## src/rtl/axi_riscv_resv_pkg.sv

```systemverilog
// Shared types and address helpers for the LR/SC reservation-table arbiter.
package axi_riscv_resv_pkg;

  typedef enum logic [1:0] {
    OP_NONE      = 2'd0,
    OP_SET       = 2'd1,
    OP_CHECK_CLR = 2'd2
  } resv_op_e;

  typedef enum logic [1:0] {
    ST_IDLE,
    ST_RD_OP,
    ST_WR_OP
  } fsm_state_e;

  function automatic logic in_range(input logic [63:0] addr, input logic [63:0] lo,
                                    input logic [63:0] hi);
    return (addr >= lo) && (addr <= hi);
  endfunction

  // Clears the byte-offset bits inside one reservation granule.
  function automatic logic [63:0] granule(input logic [63:0] addr, input int unsigned gran_bytes);
    return addr & ~(64'(gran_bytes) - 64'd1);
  endfunction

endpackage

```

## src/rtl/axi_riscv_resv_arbiter_if.sv

```systemverilog
// Request, grant and reservation-table signals of the arbiter; slave = arbiter view.
interface axi_riscv_resv_arbiter_if #(
  parameter int unsigned AXI_ADDR_WIDTH = 32,
  parameter int unsigned AXI_ID_WIDTH   = 4
);
  import axi_riscv_resv_pkg::*;

  logic                      rd_req_i;
  logic [AXI_ADDR_WIDTH-1:0] rd_addr_i;
  logic [AXI_ID_WIDTH-1:0]   rd_id_i;
  logic                      rd_gnt_o;
  logic                      wr_req_i;
  logic [AXI_ADDR_WIDTH-1:0] wr_addr_i;
  logic [AXI_ID_WIDTH-1:0]   wr_id_i;
  logic                      wr_excl_i;
  logic                      wr_gnt_o;
  logic                      wr_ok_o;
  logic                      wr_done_i;
  logic                      tbl_valid_o;
  resv_op_e                  tbl_op_o;
  logic [AXI_ADDR_WIDTH-1:0] tbl_addr_o;
  logic [AXI_ID_WIDTH-1:0]   tbl_id_o;
  logic                      tbl_ready_i;
  logic                      tbl_match_i;

  modport slave (
    input  rd_req_i, rd_addr_i, rd_id_i, wr_req_i, wr_addr_i, wr_id_i, wr_excl_i, wr_done_i,
           tbl_ready_i, tbl_match_i,
    output rd_gnt_o, wr_gnt_o, wr_ok_o, tbl_valid_o, tbl_op_o, tbl_addr_o, tbl_id_o
  );

  modport master (
    output rd_req_i, rd_addr_i, rd_id_i, wr_req_i, wr_addr_i, wr_id_i, wr_excl_i, wr_done_i,
           tbl_ready_i, tbl_match_i,
    input  rd_gnt_o, wr_gnt_o, wr_ok_o, tbl_valid_o, tbl_op_o, tbl_addr_o, tbl_id_o
  );

endinterface

```

## src/rtl/axi_riscv_rr_arb2.sv

```systemverilog
// Two-input round-robin picker; bit 0 = read, bit 1 = write. last_q = 1 means write served last.
module axi_riscv_rr_arb2
  import axi_riscv_resv_pkg::*;
(
  input  logic       clk_i,
  input  logic       rst_i,
  input  logic [1:0] req_i,
  input  logic       advance_i,
  output logic [1:0] gnt_o
);

  logic last_q, last_d;

  always_comb begin
    gnt_o = req_i;
    if (req_i == 2'b11) gnt_o = last_q ? 2'b01 : 2'b10;
  end

  assign last_d = (advance_i && (gnt_o != 2'b00)) ? gnt_o[1] : last_q;

  always_ff @(posedge clk_i) begin
    if (rst_i) last_q <= 1'b1;
    else       last_q <= last_d;
  end

endmodule

```

## src/rtl/axi_riscv_resv_arbiter.sv

```systemverilog
// Shares the LR/SC reservation table between the LR (read) and SC/write sides, and
// locks the granule of a granted write until its B handshake so no LR re-reserves it.
module axi_riscv_resv_arbiter
  import axi_riscv_resv_pkg::*;
#(
  parameter logic [63:0] ADDR_BEGIN      = 64'h0,
  parameter logic [63:0] ADDR_END        = 64'h0,
  parameter int unsigned AXI_ADDR_WIDTH  = 32,
  parameter int unsigned AXI_ID_WIDTH    = 4,
  parameter int unsigned RESV_GRAN_BYTES = 8
) (
  input logic                     clk_i,
  input logic                     rst_i,
  axi_riscv_resv_arbiter_if.slave bus
);

  typedef logic [AXI_ADDR_WIDTH-1:0] addr_t;
  typedef logic [AXI_ID_WIDTH-1:0]   id_t;

  fsm_state_e state_q, state_d;
  addr_t      addr_q, addr_d, hold_addr_q, hold_addr_d, set_addr;
  id_t        id_q, id_d;
  logic       excl_q, excl_d, hold_q, hold_d, set_hold;
  addr_t      rd_gran, wr_gran;
  logic       rd_in, wr_in, rd_elig, wr_elig;
  logic [1:0] arb_gnt;
  logic       arb_adv;
  logic       rd_gnt, wr_gnt, wr_ok, tbl_valid;
  resv_op_e   tbl_op;

  assign rd_gran = addr_t'(granule(64'(bus.rd_addr_i), RESV_GRAN_BYTES));
  assign wr_gran = addr_t'(granule(64'(bus.wr_addr_i), RESV_GRAN_BYTES));
  assign rd_in   = in_range(64'(bus.rd_addr_i), ADDR_BEGIN, ADDR_END);
  assign wr_in   = in_range(64'(bus.wr_addr_i), ADDR_BEGIN, ADDR_END);

  // Only one write may be in flight; an LR to the locked granule waits for wr_done_i.
  assign rd_elig = bus.rd_req_i && !(hold_q && (rd_gran == hold_addr_q));
  assign wr_elig = bus.wr_req_i && !hold_q;

  axi_riscv_rr_arb2 u_arb (
    .clk_i     (clk_i),
    .rst_i     (rst_i),
    .req_i     ({wr_elig, rd_elig}),
    .advance_i (arb_adv),
    .gnt_o     (arb_gnt)
  );

  always_comb begin
    state_d   = state_q;
    addr_d    = addr_q;
    id_d      = id_q;
    excl_d    = excl_q;
    rd_gnt    = 1'b0;
    wr_gnt    = 1'b0;
    wr_ok     = 1'b0;
    tbl_valid = 1'b0;
    tbl_op    = OP_NONE;
    arb_adv   = 1'b0;
    set_hold  = 1'b0;
    set_addr  = addr_q;
    unique case (state_q)
      ST_IDLE: begin
        // Out-of-range requests are answered here without touching the table.
        if (!rst_i && arb_gnt[0]) begin
          arb_adv = 1'b1;
          if (!rd_in) rd_gnt = 1'b1;
          else begin
            state_d = ST_RD_OP;
            addr_d  = rd_gran;
            id_d    = bus.rd_id_i;
            excl_d  = 1'b0;
          end
        end else if (!rst_i && arb_gnt[1]) begin
          arb_adv = 1'b1;
          if (!wr_in) begin
            wr_gnt   = 1'b1;
            wr_ok    = !bus.wr_excl_i;
            set_hold = !bus.wr_excl_i;
            set_addr = wr_gran;
          end else begin
            state_d = ST_WR_OP;
            addr_d  = wr_gran;
            id_d    = bus.wr_id_i;
            excl_d  = bus.wr_excl_i;
          end
        end
      end
      ST_RD_OP: begin
        tbl_valid = 1'b1;
        tbl_op    = OP_SET;
        if (bus.tbl_ready_i) begin
          rd_gnt  = 1'b1;
          state_d = ST_IDLE;
        end
      end
      ST_WR_OP: begin
        tbl_valid = 1'b1;
        tbl_op    = OP_CHECK_CLR;
        if (bus.tbl_ready_i) begin
          wr_gnt   = 1'b1;
          wr_ok    = !excl_q || bus.tbl_match_i;
          set_hold = wr_ok;
          state_d  = ST_IDLE;
        end
      end
      default: state_d = ST_IDLE;
    endcase
  end

  // A new lock in the same cycle as the old write's completion takes priority.
  always_comb begin
    hold_d      = hold_q;
    hold_addr_d = hold_addr_q;
    if (bus.wr_done_i) hold_d = 1'b0;
    if (set_hold) begin
      hold_d      = 1'b1;
      hold_addr_d = set_addr;
    end
  end

  always_ff @(posedge clk_i) begin
    if (rst_i) begin
      state_q     <= ST_IDLE;
      addr_q      <= '0;
      id_q        <= '0;
      excl_q      <= 1'b0;
      hold_q      <= 1'b0;
      hold_addr_q <= '0;
    end else begin
      state_q     <= state_d;
      addr_q      <= addr_d;
      id_q        <= id_d;
      excl_q      <= excl_d;
      hold_q      <= hold_d;
      hold_addr_q <= hold_addr_d;
    end
  end

  assign bus.rd_gnt_o    = rd_gnt;
  assign bus.wr_gnt_o    = wr_gnt;
  assign bus.wr_ok_o     = wr_ok;
  assign bus.tbl_valid_o = tbl_valid;
  assign bus.tbl_op_o    = tbl_op;
  assign bus.tbl_addr_o  = tbl_valid ? addr_q : '0;
  assign bus.tbl_id_o    = tbl_valid ? id_q : '0;

  localparam bit GRAN_POW2 = (RESV_GRAN_BYTES != 32'd0) &&
                             ((RESV_GRAN_BYTES & (RESV_GRAN_BYTES - 32'd1)) == 32'd0);

  a_gran_pow2: assert property (@(posedge clk_i) GRAN_POW2);
  a_one_gnt:   assert property (@(posedge clk_i) disable iff (rst_i) !(rd_gnt && wr_gnt));
  a_op_none:   assert property (@(posedge clk_i) disable iff (rst_i) !tbl_valid |-> (tbl_op == OP_NONE));
  a_done_held: assert property (@(posedge clk_i) disable iff (rst_i) bus.wr_done_i |-> hold_q);

endmodule

```

## src/flat_wrapper.sv

```systemverilog
// flat-port wrapper written by rule: the top's interface ports become plain ports
module axi_riscv_resv_arbiter_flat import axi_riscv_resv_pkg::*;
#(
  parameter logic [63:0] ADDR_BEGIN      = 64'h0,
  parameter logic [63:0] ADDR_END        = 64'h0,
  parameter int unsigned AXI_ADDR_WIDTH  = 32,
  parameter int unsigned AXI_ID_WIDTH    = 4,
  parameter int unsigned RESV_GRAN_BYTES = 8
)
  (clk_i, rst_i, bus_rd_req_i, bus_rd_addr_i, bus_rd_id_i, bus_wr_req_i, bus_wr_addr_i, bus_wr_id_i, bus_wr_excl_i, bus_wr_done_i, bus_tbl_ready_i, bus_tbl_match_i, bus_rd_gnt_o, bus_wr_gnt_o, bus_wr_ok_o, bus_tbl_valid_o, bus_tbl_op_o, bus_tbl_addr_o, bus_tbl_id_o);
  axi_riscv_resv_arbiter_if #(.AXI_ADDR_WIDTH(AXI_ADDR_WIDTH), .AXI_ID_WIDTH(AXI_ID_WIDTH)) bus_i ();
  input logic clk_i;
  input logic rst_i;
  input wire logic [$bits(bus_i.rd_req_i)-1:0] bus_rd_req_i;
  input wire logic [$bits(bus_i.rd_addr_i)-1:0] bus_rd_addr_i;
  input wire logic [$bits(bus_i.rd_id_i)-1:0] bus_rd_id_i;
  input wire logic [$bits(bus_i.wr_req_i)-1:0] bus_wr_req_i;
  input wire logic [$bits(bus_i.wr_addr_i)-1:0] bus_wr_addr_i;
  input wire logic [$bits(bus_i.wr_id_i)-1:0] bus_wr_id_i;
  input wire logic [$bits(bus_i.wr_excl_i)-1:0] bus_wr_excl_i;
  input wire logic [$bits(bus_i.wr_done_i)-1:0] bus_wr_done_i;
  input wire logic [$bits(bus_i.tbl_ready_i)-1:0] bus_tbl_ready_i;
  input wire logic [$bits(bus_i.tbl_match_i)-1:0] bus_tbl_match_i;
  output wire logic [$bits(bus_i.rd_gnt_o)-1:0] bus_rd_gnt_o;
  output wire logic [$bits(bus_i.wr_gnt_o)-1:0] bus_wr_gnt_o;
  output wire logic [$bits(bus_i.wr_ok_o)-1:0] bus_wr_ok_o;
  output wire logic [$bits(bus_i.tbl_valid_o)-1:0] bus_tbl_valid_o;
  output wire logic [$bits(bus_i.tbl_op_o)-1:0] bus_tbl_op_o;
  output wire logic [$bits(bus_i.tbl_addr_o)-1:0] bus_tbl_addr_o;
  output wire logic [$bits(bus_i.tbl_id_o)-1:0] bus_tbl_id_o;
  assign bus_i.rd_req_i = bus_rd_req_i;
  assign bus_i.rd_addr_i = bus_rd_addr_i;
  assign bus_i.rd_id_i = bus_rd_id_i;
  assign bus_i.wr_req_i = bus_wr_req_i;
  assign bus_i.wr_addr_i = bus_wr_addr_i;
  assign bus_i.wr_id_i = bus_wr_id_i;
  assign bus_i.wr_excl_i = bus_wr_excl_i;
  assign bus_i.wr_done_i = bus_wr_done_i;
  assign bus_i.tbl_ready_i = bus_tbl_ready_i;
  assign bus_i.tbl_match_i = bus_tbl_match_i;
  assign bus_rd_gnt_o = bus_i.rd_gnt_o;
  assign bus_wr_gnt_o = bus_i.wr_gnt_o;
  assign bus_wr_ok_o = bus_i.wr_ok_o;
  assign bus_tbl_valid_o = bus_i.tbl_valid_o;
  assign bus_tbl_op_o = bus_i.tbl_op_o;
  assign bus_tbl_addr_o = bus_i.tbl_addr_o;
  assign bus_tbl_id_o = bus_i.tbl_id_o;
  axi_riscv_resv_arbiter #(.ADDR_BEGIN(ADDR_BEGIN), .ADDR_END(ADDR_END), .AXI_ADDR_WIDTH(AXI_ADDR_WIDTH), .AXI_ID_WIDTH(AXI_ID_WIDTH), .RESV_GRAN_BYTES(RESV_GRAN_BYTES)) u_core (.clk_i(clk_i), .rst_i(rst_i), .bus(bus_i));
endmodule
```

## config.mk

```make
export PLATFORM = sky130hd
export DESIGN_NAME = axi_riscv_resv_arbiter_flat
export DESIGN_NICKNAME = d
export VERILOG_FILES = /design/src/rtl/axi_riscv_resv_pkg.sv /design/src/rtl/axi_riscv_resv_arbiter_if.sv /design/src/rtl/axi_riscv_rr_arb2.sv /design/src/rtl/axi_riscv_resv_arbiter.sv /design/src/flat_wrapper.sv
export SDC_FILE = /design/constraint.sdc
export NUM_CORES = 1
export LEC_CHECK = 0
export CAP_MARGIN = 20
export CORE_UTILIZATION = 45
export CTS_CLUSTER_DIAMETER = 60
export DETAILED_ROUTE_END_ITERATION = 10
export PLACE_DENSITY_LB_ADDON = 0.25
export SLEW_MARGIN = 20
export SYNTH_ARGS = -nofsm -noshare
export SYNTH_HDL_FRONTEND = slang
export SYNTH_HIERARCHICAL = 1
export SYNTH_SLANG_ARGS = --single-unit
```

## constraint.sdc

```tcl
create_clock -name clk_i -period 3.6 [get_ports clk_i]
set_input_delay 0.54 -clock clk_i [delete_from_list [all_inputs] [get_ports clk_i]]
set_output_delay 0.54 -clock clk_i [all_outputs]
set_load 0.05 [all_outputs]
```

==> run_results.csv, run 1 <==
group,metric,value,unit
status,status,"finished clean",
timing,fmax,287,MHz
detailed_routing,drcViolationCount,0,
die,start_util,46.5,%
die,rows,31,
synthesis,ys_top_cells_by_area,"dfxtp_1, and2_1, o221a_2",
timing,fin_crit,3.49,ns
timing,fin_crit_sh,96.9,%
synthesis,synth_cells,368,
timing,setup_viol,0,
place,hpwl,7490,µm
finish,diodes,0,
detailed_routing,ant_nets,0,
clock_network,clock_sinks,67,
flow_run,maxCapViolCount,0,
critical_path,end_kind,"output pin",
critical_path,worstPathCellList,"clkdlybuf4s50_1, xor2_1, nor4_1, nand3_1, o41a_1, a21boi_0, inv_1, and3_1, o21ai_1, o21ai_2, buf_4",
finish,final_cell_mix,"clkdlybuf4s50_1, dfxtp_1, and2_1",
timing,rsz0062_at_grt,"false",
place,pre_cts_ws,0.0776,ns
die,die_x,88.6,µm
die,ios,122,
detailed_routing,vias,3227,
synthesis,synth_area_per_cell,9.16,µm²
critical_path,cp-start-kind,"primary input",
finish,drive_gt1_share,14.5,%
critical_path,slowest_delay,0.48,ns
detailed_routing,wl_per_cell,17.2,µm
place,io_buffers,118,
clock_network,clkTransAtPathRegs,0.07,ns
die,die_h,88.6,µm
timing,fin_ws,0.112,ns
critical_path,slowest_stage,"clkdlybuf4s50_1",
synthesis,synthDistinctLibCells,43,
place,globalplace.congestion,0.919,
min_path,hp-class,"reg -> reg",
detailed_routing,dr.pass1.iters,4,
synthesis,synth.top_cell.area_share,39.8,%
critical_path,worstSetupPathType,"in -> out",
power_and_ir_drop,total_leakage_power,1.92,nW
clock_network,htreeDepth,3,
synthesis,synth_top_area_cell,"dfxtp_1",
detailed_routing,drt_iter0_drc,132,
power_and_ir_drop,powerDensity,348,mW/mm²
critical_path,cp_max_fo,3,
power_and_ir_drop,vdd_ir_drop_max,0.213,mV
timing,slew_violations,0,
global_routing,use_met1,34.5,%
clock_network,cts_made_buffers,9,
critical_path,worstPathArrival,2.95,ns
clock_network,cts_setup_buffers,0,
clock_network,cts-root-buf,"clkbuf_8",
global_routing,grt-busiest-layer,"met2",
timing,fin_setup_tns,0,ns
timing,relSlewSlack,65.6,%
die,die-area,0.00784,mm²
detailed_routing,routed_wirelength,10100,µm
timing,hold_viol_final,0,
global_routing,grt_util_all_layers,26.8,%
critical_path,cp_top_family,"compound AO/OA/AOI/OAI gates",
critical_path,worstPathRequired,3.06,ns
finish,fin_nets,569,
global_routing,grt_pass1_wl,15700,µm
finish,final_common_cell,"clkdlybuf4s50_1",
synthesis,synth_seq_cells,67,
timing,fin_worst_skew,0.00969,ns
global_routing,grt_max_degree,35,
global_routing,overflow,0,
synthesis,syn_area,0.00337,mm²
finish,syn2layout_area_growth,45.7,%
critical_path,crit_buf_inv,3,
clock_network,cts-resized-gates,0,
timing,worst_pin_slew,0.515,ns
global_routing,first_global_vias,3180,
synthesis,synth.yosys.seq_area_share,39.8,%
clock_network,cts_tree,"built",
clock_network,clk_path_buf_depth,2,
synthesis,synth_warnings,6,
die,core,0.00725,mm²
global_routing,antenna_found_initial,0,
detailed_routing,via_per_inst,5.47,
clock_network,clk_latency,0.34,ns
global_routing,use_met2,44.7,%
global_routing,gr-usage-met3,4.01,%
clock_network,ctsHoldBuffers,0,
-- worst paths after layout --
path         slack (ns)                                 from                                  end  cells after the start
max reg2reg        0.84  u_core/hold_addr_q[18]$_SDFFE_PP0P_  u_core/hold_addr_q[13]$_SDFFE_PP0P_                     11
min reg2reg        0.48        u_core/addr_q[9]$_SDFFE_PP0P_        u_core/addr_q[9]$_SDFFE_PP0P_                      1
min                0.48        u_core/addr_q[9]$_SDFFE_PP0P_        u_core/addr_q[9]$_SDFFE_PP0P_                      1
max                0.11                    bus_rd_addr_i[13]                          bus_wr_ok_o                     11
-- synth_stat cells --
cell type and number:
o311a_1 3, nor3b_1 1, o221a_2 26, conb_1 1
a221oi_1 1, buf_1 1, o21bai_2 1, dfxtp_1 67
nand4_2 1, nor3_2 2, buf_6 2, buf_4 3
nand2b_1 3, xor2_1 20, nand3_1 3, nand4_1 7
o31a_1 1, a32o_1 1, nor4_1 18, o221ai_1 1
a21oi_1 30, o21ai_1 2, and3_1 2, nand2_1 5
nor4_4 1, xnor2_1 9, inv_1 8, mux2i_1 4
nor2b_1 3, a31oi_1 1, o41a_1 1, or2_2 1
clkbuf_1 14, o221a_1 3, nor2_1 31, nor4_2 4
and2_1 62, ha_1 3, buf_2 6, o21ai_0 8
a21boi_0 3, o21a_1 3, nor3_1 1
-- cell type report --
| class | count | area [µm²] |
|---|---|---|
| sequential | 67 | 1340 |
| inverter | 8 | 30.0 |
| timing repair buffer | 131 | 1300 |
| fill | 609 | 2340 |
| tap | 99 | 124 |
| multi-input combinational | 269 | 1890 |
| clock buffer | 9 | 124 |
| clock inverter | 7 | 105 |
-- sequential cells by signal (all words and copies together), names as in the netlist --
name / flops
u_core/addr_q: 29
u_core/excl_q: 1
u_core/hold_addr_q: 29
u_core/hold_q: 1
u_core/id_q: 4
u_core/state_q: 2
u_core/u_arb/last_q: 1
-- stage by stage --
stage          std cells  hold WS (ns)  total power, mW  area, µm²  util (%)
6_report             590         0.482             1.71       4910      67.7
5_1_grt              590         0.499             1.77       4910      67.7
4_1_cts              590         0.482             1.72       4910      67.7
3_5_place_dp         574         0.464             1.01       4680      64.5
3_3_place_gp         574         0.459             1.00       4680      64.5
2_1_floorplan        370         0.445            0.873       3380         -
-- worst reg2reg max path, delay by kind of cell, from the launching register on --
kind                      cells  cell delay, ns
xor gates and xnor gates      1            0.16
buffers and inverters         2            0.47
AOI/OAI and AO/OA             5            1.11
DFF                           1            0.33
and+or+nand+nor               3            0.63
-- layer usage --
layer,vias up,wire length (µm)
met5,-,0
met3,16,531
li1,1564,-
met4,0,195
met1,1534,4530
met2,113,4870
-- power breakdown --
| part | internal [mW] | switching, mW | total [mW] |
|---|---|---|---|
| Combinational | 0.128 | 0.107 | 0.235 |
| Sequential | 0.750 | 0.00818 | 0.759 |
| Clock | 0.402 | 0.313 | 0.715 |
-- logic make-up after synthesis --
family | synth area share (%)
and+or+nand+nor | 25.7
AOI/OAI and AO/OA | 19.8
DFF | 39.8
buffers and inverters | 4.79
xor gates and xnor gates | 7.53
muxes | 1.19
adders and majority gates | 1.11
other | 0.111
Note: power is estimated with default switching activity, not from simulation.
==> run 2: changes to the inputs <==
--- a/config.mk
+++ b/config.mk
@@ -10,7 +10,6 @@
 export CTS_CLUSTER_DIAMETER = 60
 export DETAILED_ROUTE_END_ITERATION = 10
 export PLACE_DENSITY_LB_ADDON = 0.25
-export SLEW_MARGIN = 20
 export SYNTH_ARGS = -nofsm -noshare
 export SYNTH_HDL_FRONTEND = slang
 export SYNTH_HIERARCHICAL = 1
==> results of run 2 <==
The final DEF is identical to that of run 1; final timing and power are the same.
==> run 3: changes to the inputs <==
--- a/config.mk
+++ b/config.mk
@@ -6,10 +6,12 @@
 export NUM_CORES = 1
 export LEC_CHECK = 0
 export CAP_MARGIN = 20
-export CORE_UTILIZATION = 45
+export CORE_MARGIN = 2
+export CORE_UTILIZATION = 35
 export CTS_CLUSTER_DIAMETER = 60
 export DETAILED_ROUTE_END_ITERATION = 10
 export PLACE_DENSITY_LB_ADDON = 0.25
+export SLEW_MARGIN = 10
 export SYNTH_ARGS = -nofsm -noshare
 export SYNTH_HDL_FRONTEND = slang
 export SYNTH_HIERARCHICAL = 1
==> run 3 against run 2 <==
Compared with the run above:
- final area rose by 0.33%
- global-route usage fell by 6.7 points
- clock skew grew 0.0024 ns
==> run_results.csv, run 3 (same netlist as run 1, synthesis figures left out) <==
group,metric,value,unit
status,status,"finished clean",
detailed_routing,routed_wirelength,10300,µm
clock_network,ctsHoldBuffers,0,
finish,final_cell_mix,"clkdlybuf4s50_1, dfxtp_1, and2_1",
critical_path,worstPathCellList,"clkdlybuf4s50_1, xor2_1, nor4_1, nand3_1, o41a_1, a21boi_0, inv_1, and3_1, o21ai_1, o21ai_2, buf_6",
power_and_ir_drop,powerDensity,326,mW/mm²
critical_path,r2r_cells,11,
finish,multi_input_area,0.00191,mm²
timing,hold_viol_final,0,
critical_path,slowest_delay,0.45,ns
finish,final_common_cell,"clkdlybuf4s50_1",
detailed_routing,vias,3117,
die,start_util,36.3,%
clock_network,cts-root-buf,"clkbuf_8",
die,ios,122,
clock_network,cts_made_buffers,9,
global_routing,grt_max_degree,35,
power_and_ir_drop,vdd_ir_drop_max,0.208,mV
clock_network,clock_sinks,67,
min_path,min_from,"u_core/addr_q[9]$_SDFFE_PP0P_",
critical_path,crit_cells,11,
timing,setup_viol,0,
critical_path,r2r_setup_slack,0.78,ns
finish,diodes,0,
timing,slew_violations,0,
critical_path,worstPathArrival,2.94,ns
finish,fillCellCount,898,
detailed_routing,ant_nets,0,
detailed_routing,via_per_inst,5.04,
timing,fin_crit,3.48,ns
place,hpwl,7770,µm
flow_run,maxCapViolCount,0,
die,die_x,102,µm
critical_path,cp_max_fo,3,
global_routing,grt_util_all_layers,20.1,%
timing,fin_worst_skew,0.0121,ns
place,io_buffers,118,
critical_path,setup.worst_path.start,"bus_rd_addr_i[27]",
clock_network,clk_latency,0.33,ns
clock_network,cts_tree,"built",
clock_network,clkTransAtPathRegs,0.07,ns
die,die_h,102,µm
timing,fmax,287,MHz
critical_path,cp-start-kind,"primary input",
critical_path,worstSetupPathType,"in -> out",
die,core,0.00928,mm²
place,placed_cells,601,
detailed_routing,dr.pass1.iters,4,
timing,relSlewSlack,42.2,%
power_and_ir_drop,total_leakage_power,1.90,nW
global_routing,overflow,0,
finish,regArea,0.00134,mm²
global_routing,grt_pass1_wl,16200,µm
place,globalplace.congestion,0.827,
finish,fin_cells,618,
critical_path,end_kind,"output pin",
critical_path,cp_top_family,"compound AO/OA/AOI/OAI gates",
critical_path,r2r-start,"u_core/hold_addr_q[11]$_SDFFE_PP0P_",
critical_path,crit_end,"bus_wr_ok_o",
finish,syn2layout_area_growth,46.2,%
timing,fin_crit_sh,96.7,%
clock_network,clk_path_buf_depth,2,
detailed_routing,wl_per_cell,16.7,µm
finish,largestRegisters,"u_core/addr_q: 29 flops, u_core/hold_addr_q: 29 flops, u_core/id_q: 4 flops",
critical_path,r2r-end,"u_core/addr_q[28]$_SDFFE_PP0P_",
min_path,hp-class,"reg -> reg",
critical_path,slowest_stage,"clkdlybuf4s50_1",
finish,drive_gt1_share,14.3,%
die,die-area,0.0104,mm²
timing,hold_ws,0.481,ns
global_routing,first_global_vias,3263,
detailed_routing,drcViolationCount,0,
critical_path,crit_buf_inv,3,
timing,worst_pin_slew,0.864,ns
clock_network,htreeDepth,3,
critical_path,worstPathRequired,3.06,ns
finish,fin_nets,567,
global_routing,antenna_found_initial,0,
timing,rsz0062_at_grt,"true",
die,rows,35,
detailed_routing,drt_iter0_drc,99,
[run 3: how the worst min path moves through the flow]
stage	slack (ns)	endpoint	cells past startpoint
floorplan	0.44	u_core/addr_q[22]$_SDFFE_PP0P_	1
global route	0.50	u_core/addr_q[9]$_SDFFE_PP0P_	1
finish	0.48	u_core/addr_q[9]$_SDFFE_PP0P_	1
detailed placement	0.47	u_core/addr_q[9]$_SDFFE_PP0P_	1
global placement	0.46	u_core/addr_q[9]$_SDFFE_PP0P_	1
CTS	0.49	u_core/addr_q[24]$_SDFFE_PP0P_	1
[run 3: worst reg2reg max path: stages, from the launching register on]
cell	delay (ns)
dfxtp_1	0.35
xor2_1	0.29
nor4_2	0.10
nand4_1	0.08
o41a_1	0.19
a21boi_0	0.25
buf_4	0.23
nand2_1	0.13
nor3_2	0.52
nor3_2	0.15
buf_4	0.24
and2_1	0.19
[run 3: area by class of cell]
type | instances | area share [%]
Clock inverter | 5 | 1.07
Timing Repair Buffer | 129 | 26.3
Sequential cell | 67 | 27.2
Inverter | 8 | 0.609
Clock buffer | 11 | 2.87
Multi-Input combinational cell | 269 | 38.7
Tap cell | 129 | 3.27
[run 3: where the power goes]
part | total (mW) | switching (mW) | internal, mW
Clock | 0.613 | 0.277 | 0.336
Combinational | 0.236 | 0.107 | 0.129
Sequential | 0.758 | 0.00753 | 0.751
Total | 1.61 | 0.392 | 1.22
[run 3: metrics by stage]
step	instance area (µm²)	total power, mW	util, %	setup WS (ns)	TNS [ns]
after global routing	4930	1.67	53.1	-0.0132	-0.0132
after global placement	4710	1.01	50.7	0.112	0
after floorplan	3380	0.873	-	0.284	0
final	4930	1.61	53.1	0.120	0
after CTS	4900	1.61	52.8	0.0549	0
after detailed placement	4710	1.01	50.7	0.0647	0
[run 3: what timing repair did]
item / 4_1_cts / 5_1_grt
gates resized for setup: 0 / 6
setup buffers: 0 / 1
setup endpoints to repair: 0 / 3
[run 3: routing by layer]
metal | up-vias | GRT usage (%) | wire, µm
li1 | 1555 | - | -
met1 | 1470 | 26.4 | 4780
met2 | 88 | 34.0 | 4900
met3 | 4 | 3.69 | 571
met4 | 0 | 5.23 | 60
met5 | - | 0 | 0
